<file path="src/rtl/uart_tx.sv">
// uart_tx: 8N1 serial transmitter, timed by a 16x oversampled baud tick.
// Ports:
//   i_clock     system clock, rising edge
//   i_reset     synchronous active-high reset
//   i_tick      one-cycle baud tick at 16x the bit rate
//   i_tx_start  send request, sampled only while idle
//   i_data      word to send, captured when the request is accepted
//   o_tx        registered serial line, idles high
//   o_tx_done   one-cycle pulse at the end of the stop period
//   o_busy      high while a frame is in progress
module uart_tx #(
   parameter int NB_DATA = 8,
   parameter int SB_TICK = 16
) (
   input  logic               i_clock,
   input  logic               i_reset,
   input  logic               i_tick,
   input  logic               i_tx_start,
   input  logic [NB_DATA-1:0] i_data,
   output logic               o_tx,
   output logic               o_tx_done,
   output logic               o_busy
);

   // Tick counter must hold both 15 and SB_TICK-1.
   localparam int SW = (SB_TICK > 16) ? $clog2(SB_TICK) : 4;
   localparam int NW = (NB_DATA > 1) ? $clog2(NB_DATA) : 1;

   localparam logic [SW-1:0] S_BIT  = SW'(15);
   localparam logic [SW-1:0] S_STOP = SW'(SB_TICK - 1);
   localparam logic [NW-1:0] N_LAST = NW'(NB_DATA - 1);

   typedef enum logic [1:0] {
      IDLE,
      START,
      DATA,
      STOP
   } state_t;

   state_t               r_state;
   state_t               w_state;
   logic [SW-1:0]        r_s;
   logic [SW-1:0]        w_s;
   logic [NW-1:0]        r_n;
   logic [NW-1:0]        w_n;
   logic [NB_DATA-1:0]   r_b;
   logic [NB_DATA-1:0]   w_b;
   logic                 r_tx;
   logic                 w_tx;
   logic                 r_done;
   logic                 w_done;

   always_ff @(posedge i_clock) begin
      if (i_reset) begin
         r_state <= IDLE;
         r_s     <= '0;
         r_n     <= '0;
         r_b     <= '0;
         r_tx    <= 1'b1;
         r_done  <= 1'b0;
      end else begin
         r_state <= w_state;
         r_s     <= w_s;
         r_n     <= w_n;
         r_b     <= w_b;
         r_tx    <= w_tx;
         r_done  <= w_done;
      end
   end

   always_comb begin
      w_state = r_state;
      w_s     = r_s;
      w_n     = r_n;
      w_b     = r_b;
      w_done  = 1'b0;
      unique case (r_state)
         IDLE: begin
            if (i_tx_start) begin
               w_b     = i_data;
               w_s     = '0;
               w_state = START;
            end
         end
         START: begin
            if (i_tick) begin
               if (r_s == S_BIT) begin
                  w_s     = '0;
                  w_n     = '0;
                  w_state = DATA;
               end else begin
                  w_s = r_s + 1'b1;
               end
            end
         end
         DATA: begin
            if (i_tick) begin
               if (r_s == S_BIT) begin
                  w_s = '0;
                  w_b = r_b >> 1;
                  if (r_n == N_LAST) begin
                     w_state = STOP;
                  end else begin
                     w_n = r_n + 1'b1;
                  end
               end else begin
                  w_s = r_s + 1'b1;
               end
            end
         end
         STOP: begin
            if (i_tick) begin
               if (r_s == S_STOP) begin
                  w_state = IDLE;
                  w_done  = 1'b1;
               end else begin
                  w_s = r_s + 1'b1;
               end
            end
         end
         default: begin
            w_state = IDLE;
         end
      endcase
   end

   // Line level is derived from the next state so o_tx can be a flop
   // and still change on the same edge as the state.
   always_comb begin
      w_tx = 1'b1;
      unique case (w_state)
         START:   w_tx = 1'b0;
         DATA:    w_tx = w_b[0];
         default: w_tx = 1'b1;
      endcase
   end

   assign o_tx      = r_tx;
   assign o_tx_done = r_done;
   assign o_busy    = (r_state != IDLE);

endmodule

</file>
<file path="config.mk">
export PLATFORM = sky130hd
export DESIGN_NAME = uart_tx
export DESIGN_NICKNAME = d
export VERILOG_FILES = /design/src/rtl/uart_tx.sv
export SDC_FILE = /design/constraint.sdc
export NUM_CORES = 1
export LEC_CHECK = 0
export CORE_ASPECT_RATIO = 1.4
export CORE_UTILIZATION = 39
export DETAILED_ROUTE_END_ITERATION = 6
export PLACE_DENSITY = 0.69
export SLEW_MARGIN = 10
export SYNTH_ARGS = -nofsm -noshare
export SYNTH_HDL_FRONTEND = slang
export SYNTH_SLANG_ARGS = --single-unit
</file>
<file path="constraint.sdc">
create_clock -name i_clock -period 2.9 [get_ports i_clock]
set_input_delay 0.725 -clock i_clock [delete_from_list [all_inputs] [get_ports i_clock]]
set_output_delay 0.725 -clock i_clock [all_outputs]
set_load 0.02 [all_outputs]
</file>
-- Word-level counts from Yosys, hierarchy flattened
Index checks and enable logic that the tools add are counted.
W data, S select, Z words.
- shift-type cells: 0
- $mul: 0
- $lt $le $gt $ge: 0
- bitwise gates (word level): 2
- divide/modulo/power cells: 0
- equal/unequal tests: 16
- add/sub/neg operators: 2
- multiplexer cells: 27
- reductions and logical operators: 9
- operator list (operator ; number):
    $mux W8 ; 3
    $mux W4 ; 5
    $mux W2 ; 8
    $ne A2 B2 Y1 const B ; 8
    $pmux W8 S2 ; 1
    $mux W3 ; 5
    $pmux W4 S3 ; 1
    $pmux W2 S4 ; 1
    $reduce_and A4 Y1 ; 2
    $eq A2 B2 Y1 const B ; 3
    $pmux W3 S2 ; 1
    $reduce_and A6 Y1 ; 1
    $reduce_bool A2 Y1 ; 3
    $add A4 B1 Y4 const B ; 1
    $eq A2 B1 Y1 const B ; 2
    $eq A4 B4 Y1 const B ; 1
    $add A3 B1 Y3 const B ; 1
    $eq A3 B3 Y1 const B ; 1
    $reduce_or A3 Y1 ; 1
    $logic_not A2 Y1 ; 1
    $ne A2 B1 Y1 const B ; 1
    $not A1 Y1 ; 2
    $pmux W1 S2 ; 1
    $reduce_or A2 Y1 ; 1
    $mux W1 ; 1
- ROM bits: 0
- memory bits (writable): 0
- memories: 0
- flip-flop bits (word level): 19
- bits in latches: 0

-- Longest topological paths before layout
Gate-level depths: netlist of run 1.
- depth after elaboration: 7
- depth in mapped cells: 9
- gate-level depth less buffers: 7

-- Least setup slack after synthesis of run 1
OpenSTA, ideal clock, no wires.
- path type: input-to-reg
- from: input i_tick
- to: register r_tx, in the netlist o_tx
- arrival time: 1607 ps
- stages on the path: 5
- buffers on the path: 0
- path slack: 1170 ps
- data required time: 2776 ps
- cell sequence: nand4_1 -> a2111o_1 -> o311ai_2 -> nor3b_2 -> nor2_1
- longest elaborated chain between the ends: 4
- elaborated cells between the ends (all ways): 9
- classes of those cells: 2 x eq/ne; 7 x mux
- ends and longest elaborated chain (item ; RTL line ; RTL):
    start: declaration ; 17 ; input logic i_tick,
    $mux W2 (on tied branches) ; 112, 86, 97 ;
    $pmux W2 S4 ; 77 ; unique case (r_state)
    $eq A2 B2 Y1 / $eq A2 B1 Y1 (equally long branches) ; 131 ; unique case (w_state)
    $pmux W1 S2 (*) ; 131 ;
    end signal: assignment ; 66 ; r_tx <= w_tx;
    end: declaration ; 48 ; logic r_tx;
Mark *: on every way between the ends. The rest lies on a longest branch, timed or not. The select of a mux whose other input is x is not followed.
A chain may end at the register's enable or synchronous reset.

-- Final worst setup path of run 1
- from: register r_state[1]
- to: output o_busy
- longest elaborated chain between the ends: 1
- ends and longest elaborated chain (item ; RTL line ; RTL):
    start: declaration ; 40 ; state_t r_state;
    start signal: assignment ; 62 ; r_state <= w_state;
    $reduce_bool A2 Y1 ; 140 ; assign o_busy = (r_state != IDLE);
    end: declaration ; 22 ; output logic o_busy
No other way between the ends.

==> tab_implementation.tex, run 1 <==
\begin{tabular}{lr}
\hline
Metric & Value \\
\hline
\multicolumn{2}{l}{\textbf{Global routing}} \\
\quad Total global-route track usage & between 10\% and 20\% \\
\quad Aggregate global routing overflow & 0 \\
\quad Via count of the first global-routing pass & between 800 and 900 \\
\quad Antenna violations before repair & 0 \\
\quad Wire length of the first global-routing pass & 3.59 mm \\
\quad Maximum number of pins on one net before global-route repair & 15 \\
\multicolumn{2}{l}{\textbf{Synthesis}} \\
\quad Top-area cell type share of the netlist area & 34.6\% \\
\quad Average cell area after synthesis & a little under 9 sq um \\
\quad Share of synthesized registers carrying an async set or reset & 0\% \\
\quad Number of storage elements in the synthesis netlist & 19 \\
\quad Post-synthesis instance area & roughly 1100 sq um \\
\quad EDFF count, synth & 0 \\
\quad Mux cell area share after synthesis & $\sim$1.0\% \\
\quad Post-Syn Instances & $\sim$120 \\
\quad Sequential share of the synthesized area & between 30\% and 40\% \\
\quad Post-Synth Adder-Cell Area & 7.97\% \\
\quad Dominant combinational cell family by area after synthesis & compound AO/OA/AOI/OAI gates \\
\quad Count of synthesis-stage warnings from yosys & 0 \\
\quad Largest cells by area after synthesis & sky130\_fd\_sc\_hd\_\_dfxtp\_1, sky130\_fd\_sc\_hd\_\_ha\_1, sky130\_fd\_sc\_hd\_\_a22oi\_1 \\
\quad Net count after synthesis & between 100 and 150 \\
\quad Library cell with the largest summed area after synthesis & sky130\_fd\_sc\_hd\_\_dfxtp\_1 \\
\quad Post-synthesis xor/xnor area fraction & 0\% \\
\quad Count of cell types in the netlist & 45 \\
\quad Share of the synthesized area in compound gates (AO/OA/AOI/OAI) & 30.3\% \\
\quad Top\_reg\_cell synth & sky130\_fd\_sc\_hd\_\_dfxtp\_1 \\
\quad Simple-gate area share of the yosys netlist & 19.5\% \\
\multicolumn{2}{l}{\textbf{Route}} \\
\quad Routed length per instance & 12.5 um \\
\quad Highest routed metal layer & met4 \\
\quad Number of detailed-route iterations in the first pass & 4 \\
\quad Total length of routed wires & between 2 and 2.5 mm \\
\quad Number of DRC markers in iteration 0 & 46 \\
\quad Number of DRC violations after detailed routing & 0 \\
\quad Post-route met1 wirelength & roughly 900 um \\
\quad Detailed-route vias per instance & around 5.7 \\
\quad Vias after detailed routing & 959 \\
\quad Routed length on met2 & $\sim$1.1 mm \\
\quad Number of nets with antenna violations after detailed routing & 0 \\
\quad Met3 wire length & approximately 96 um \\
\multicolumn{2}{l}{\textbf{Finish}} \\
\quad Most common cell after layout, fill and taps aside & sky130\_fd\_sc\_hd\_\_dfxtp\_1 \\
\quad Count of inserted antenna diode cells & 0 \\
\quad Area overhead of the layout relative to synthesis & 14.7\% \\
\quad Layout cells sized above 1 & roughly 14\% \\
\quad \# fillers & about 270 \\
\quad Commonest cells after routing, fill and taps aside & sky130\_fd\_sc\_hd\_\_dfxtp\_1, sky130\_fd\_sc\_hd\_\_nor2\_1, sky130\_fd\_sc\_hd\_\_clkdlybuf4s50\_1, sky130\_fd\_sc\_hd\_\_a22oi\_1, sky130\_fd\_sc\_hd\_\_a21oi\_1 \\
\quad Post-layout nets & 153 \\
\quad Final instance area & around 1300 sq um \\
\multicolumn{2}{l}{\textbf{Power and ir drop}} \\
\quad Part of the total power dissipated in the clock network & a little over a quarter \\
\quad Leakage power total & around 0.47 nW \\
\quad Cell internal pwr & approximately 0.00037 W \\
\quad Combinational share of power & roughly a fifth \\
\quad Proportion of total power due to net switching & 27.3\% \\
\quad Power density over the cells & 408 nW/um\^{}2 \\
\quad Maximum ir drop on the vdd rail & roughly 0.25 mV \\
\quad Sequential fraction of design power & a little over half \\
\quad Final Total Pwr & roughly 0.00051 W \\
\quad Net switching power figure & between 0.0001 and 0.00015 W \\
\multicolumn{2}{l}{\textbf{Die}} \\
\quad Core Region & between 2000 and 3000 sq um \\
\quad IO Count & 15 \\
\quad X dimension of the die & about 47 um \\
\quad Placement row count & 22 \\
\quad Effective utilization at floorplan & approximately 42\% \\
\quad Die outline area & 3040 sq um \\
\quad Chip Height & between 60 and 70 um \\
\multicolumn{2}{l}{\textbf{Timing}} \\
\quad Fin crit period & around 2.6 ns \\
\quad Highest attainable clock frequency & slightly below 400 MHz \\
\quad Total count of max-transition violations in the final report & 0 \\
\quad Worst Skew & $\sim$0.0044 ns \\
\quad Total of endpoints with negative setup slack in the final report & 0 \\
\quad Final worst slack & between 0.2 and 0.3 ns \\
\quad Final period util & between 80\% and 90\% \\
\quad Total Neg Setup Slack & 0 ns \\
\quad Worst max-slew margin expressed relative to the limit & between 60\% and 70\% \\
\quad Number of hold violations in the final report & 0 \\
\quad Tightest Pin Transition & approximately 0.46 ns \\
\quad Setup repair after global routing missed its margin & no \\
\multicolumn{2}{l}{\textbf{Setup path}} \\
\quad Flop2flop setup slack & about 0.94 ns \\
\quad Required time at the worst-slack endpoint & 2.17 ns \\
\quad Slowest cell on the critical path & sky130\_fd\_sc\_hd\_\_clkdlybuf4s50\_1 \\
\quad CP Capture Point & o\_busy \\
\quad Data arrival, critical path & $\sim$1.9 ns \\
\quad Crit path max fanout & 11 \\
\quad List of cells traversed by the critical path & inv\_1, ha\_1, inv\_2, clkdlybuf4s50\_1 \\
\quad Endpoint kind of the worst setup timing path & primary output \\
\quad Critical path's largest stage delay & roughly 0.6 ns \\
\quad Worst flop-to-flop path endpoint & o\_tx \\
\quad Kind of start point of the critical path & register \\
\quad Setup CP Type & register to primary output \\
\quad RR Startpoint & r\_state[1] \\
\quad Setup crit start & r\_state[1] \\
\quad Worst r2r path cells & 7 \\
\multicolumn{2}{l}{\textbf{CTS}} \\
\quad Hold\_buf cts & 0 \\
\quad Number of buffers created by CTS & 3 \\
\quad Number of buffers on the longest clock path & 2 \\
\quad H-tree level count & 1 \\
\quad Setup Buffers After CTS & 0 \\
\quad Resize count post-CTS & 0 \\
\quad Worst skew pair latency & 0.30 ns \\
\quad CTS root buffer & sky130\_fd\_sc\_hd\_\_clkbuf\_4 \\
\quad CTS tree & built \\
\quad Clk sinks & 19 \\
\quad Clock slew at the register clock pins of the worst setup and hold paths & 0.11 ns \\
\multicolumn{2}{l}{\textbf{Hold path}} \\
\quad Hold-critical path depth & 2 \\
\quad Classification of the worst-slack hold path & register to register \\
\multicolumn{2}{l}{\textbf{Placed design}} \\
\quad HPWL after detailed placement & 1.59 mm \\
\quad Pre-CTS setup slack & 0.472 ns \\
\quad Area post-placement & 1230 sq um \\
\quad Final Wtd Congestion & around 0.73 \\
\quad I/O Buffers & 14 \\
\multicolumn{2}{l}{\textbf{Run}} \\
\quad Max-cap violations & 0 \\
\multicolumn{2}{l}{\textbf{Status}} \\
\quad Result of the run & finished, final reports clean \\
\hline
\end{tabular}
-- state kept, by name (all words and copies together) (netlist names) --
| register | flops |
|---|---|
| o_tx | 1 |
| r_s | 4 |
| r_state | 2 |
| r_n | 3 |
| o_tx_done | 1 |
| r_b | 8 |
-- power groups by stage --
stage	registers (W)	clock network [W]	logic, W
2_1_floorplan	0.000287	0	0.0000674
3_3_place_gp	0.000287	0	0.0000961
3_5_place_dp	0.000287	0	0.0000978
4_1_cts	0.000281	0.000137	0.0000981
5_1_grt	0.000283	0.000148	0.000107
6_report	0.000281	0.000135	0.0000981
-- cell usage after synthesis, types with 2 or more instances --
| cell type | n |
|---|---|
| sky130_fd_sc_hd__clkbuf_1 | 2 |
| sky130_fd_sc_hd__nor3_1 | 2 |
| sky130_fd_sc_hd__a22oi_1 | 8 |
| sky130_fd_sc_hd__nand2_1 | 5 |
| sky130_fd_sc_hd__a21oi_1 | 8 |
| sky130_fd_sc_hd__o21ai_0 | 5 |
| sky130_fd_sc_hd__o21ai_1 | 2 |
| sky130_fd_sc_hd__a211oi_2 | 3 |
| sky130_fd_sc_hd__buf_2 | 4 |
| sky130_fd_sc_hd__a211oi_1 | 3 |
| sky130_fd_sc_hd__buf_6 | 2 |
| sky130_fd_sc_hd__nor2_1 | 16 |
| sky130_fd_sc_hd__nand3_1 | 3 |
| sky130_fd_sc_hd__dfxtp_1 | 19 |
| sky130_fd_sc_hd__nand4_1 | 2 |
| sky130_fd_sc_hd__ha_1 | 7 |
| sky130_fd_sc_hd__inv_1 | 3 |
| sky130_fd_sc_hd__nand2b_1 | 2 |
-- critical path: cells and delay by family, from the launching register on --
family | cells | cell delay [ns]
buffers and inverters | 3 | 0.83
DFF | 1 | 0.41
adders and majority gates | 1 | 0.32
-- logic make-up after synthesis --
logic type | Yosys count
AO/OA/AOI/OAI | 43
AND/OR/NAND/NOR | 40
flip-flops | 19
buffers and inverters | 13
adder cells (fa/ha/maj) | 7
multiplexers | 1
-- stage by stage --
step	instances	util, %	hold WS (ns)
after global routing	169	47.7	0.514
after CTS	169	47.7	0.489
final	169	47.7	0.484
after global placement	165	46.7	0.457
after detailed placement	165	46.7	0.473
after floorplan	123	-	0.446
-- area by class of cell --
cell class                 instances  area (sq um)  area share, %
multi-input combinational         91           646           51.2
timing repair buffer              15           148           11.7
tap                               36          45.0           3.57
clock buffer                       4          26.3           2.09
sequential                        19           380           30.2
inverter                           4          15.0           1.19
-- how the worst min path moves through the flow --
stage | to | from
finish | r_b[7] | r_b[7]
global route | r_b[7] | r_b[7]
CTS | r_b[7] | r_b[7]
global placement | r_b[7] | r_b[7]
floorplan | r_b[7] | r_b[7]
detailed placement | r_b[7] | r_b[7]
-- metal layers --
metal | GRT usage [%] | up-vias
li1 | - | 476
met1 | 17.4 | 451
met2 | 28.3 | 27
met3 | 2.79 | 5
met4 | 5.36 | 0
met5 | 0 | -
Note: power is estimated with default switching activity, not from simulation.
==> run 2: changes to the inputs <==
Settings changed: SLEW_MARGIN 10 to default.
==> results of run 2 <==
The final DEF is identical to that of run 1; final timing and power are the same.
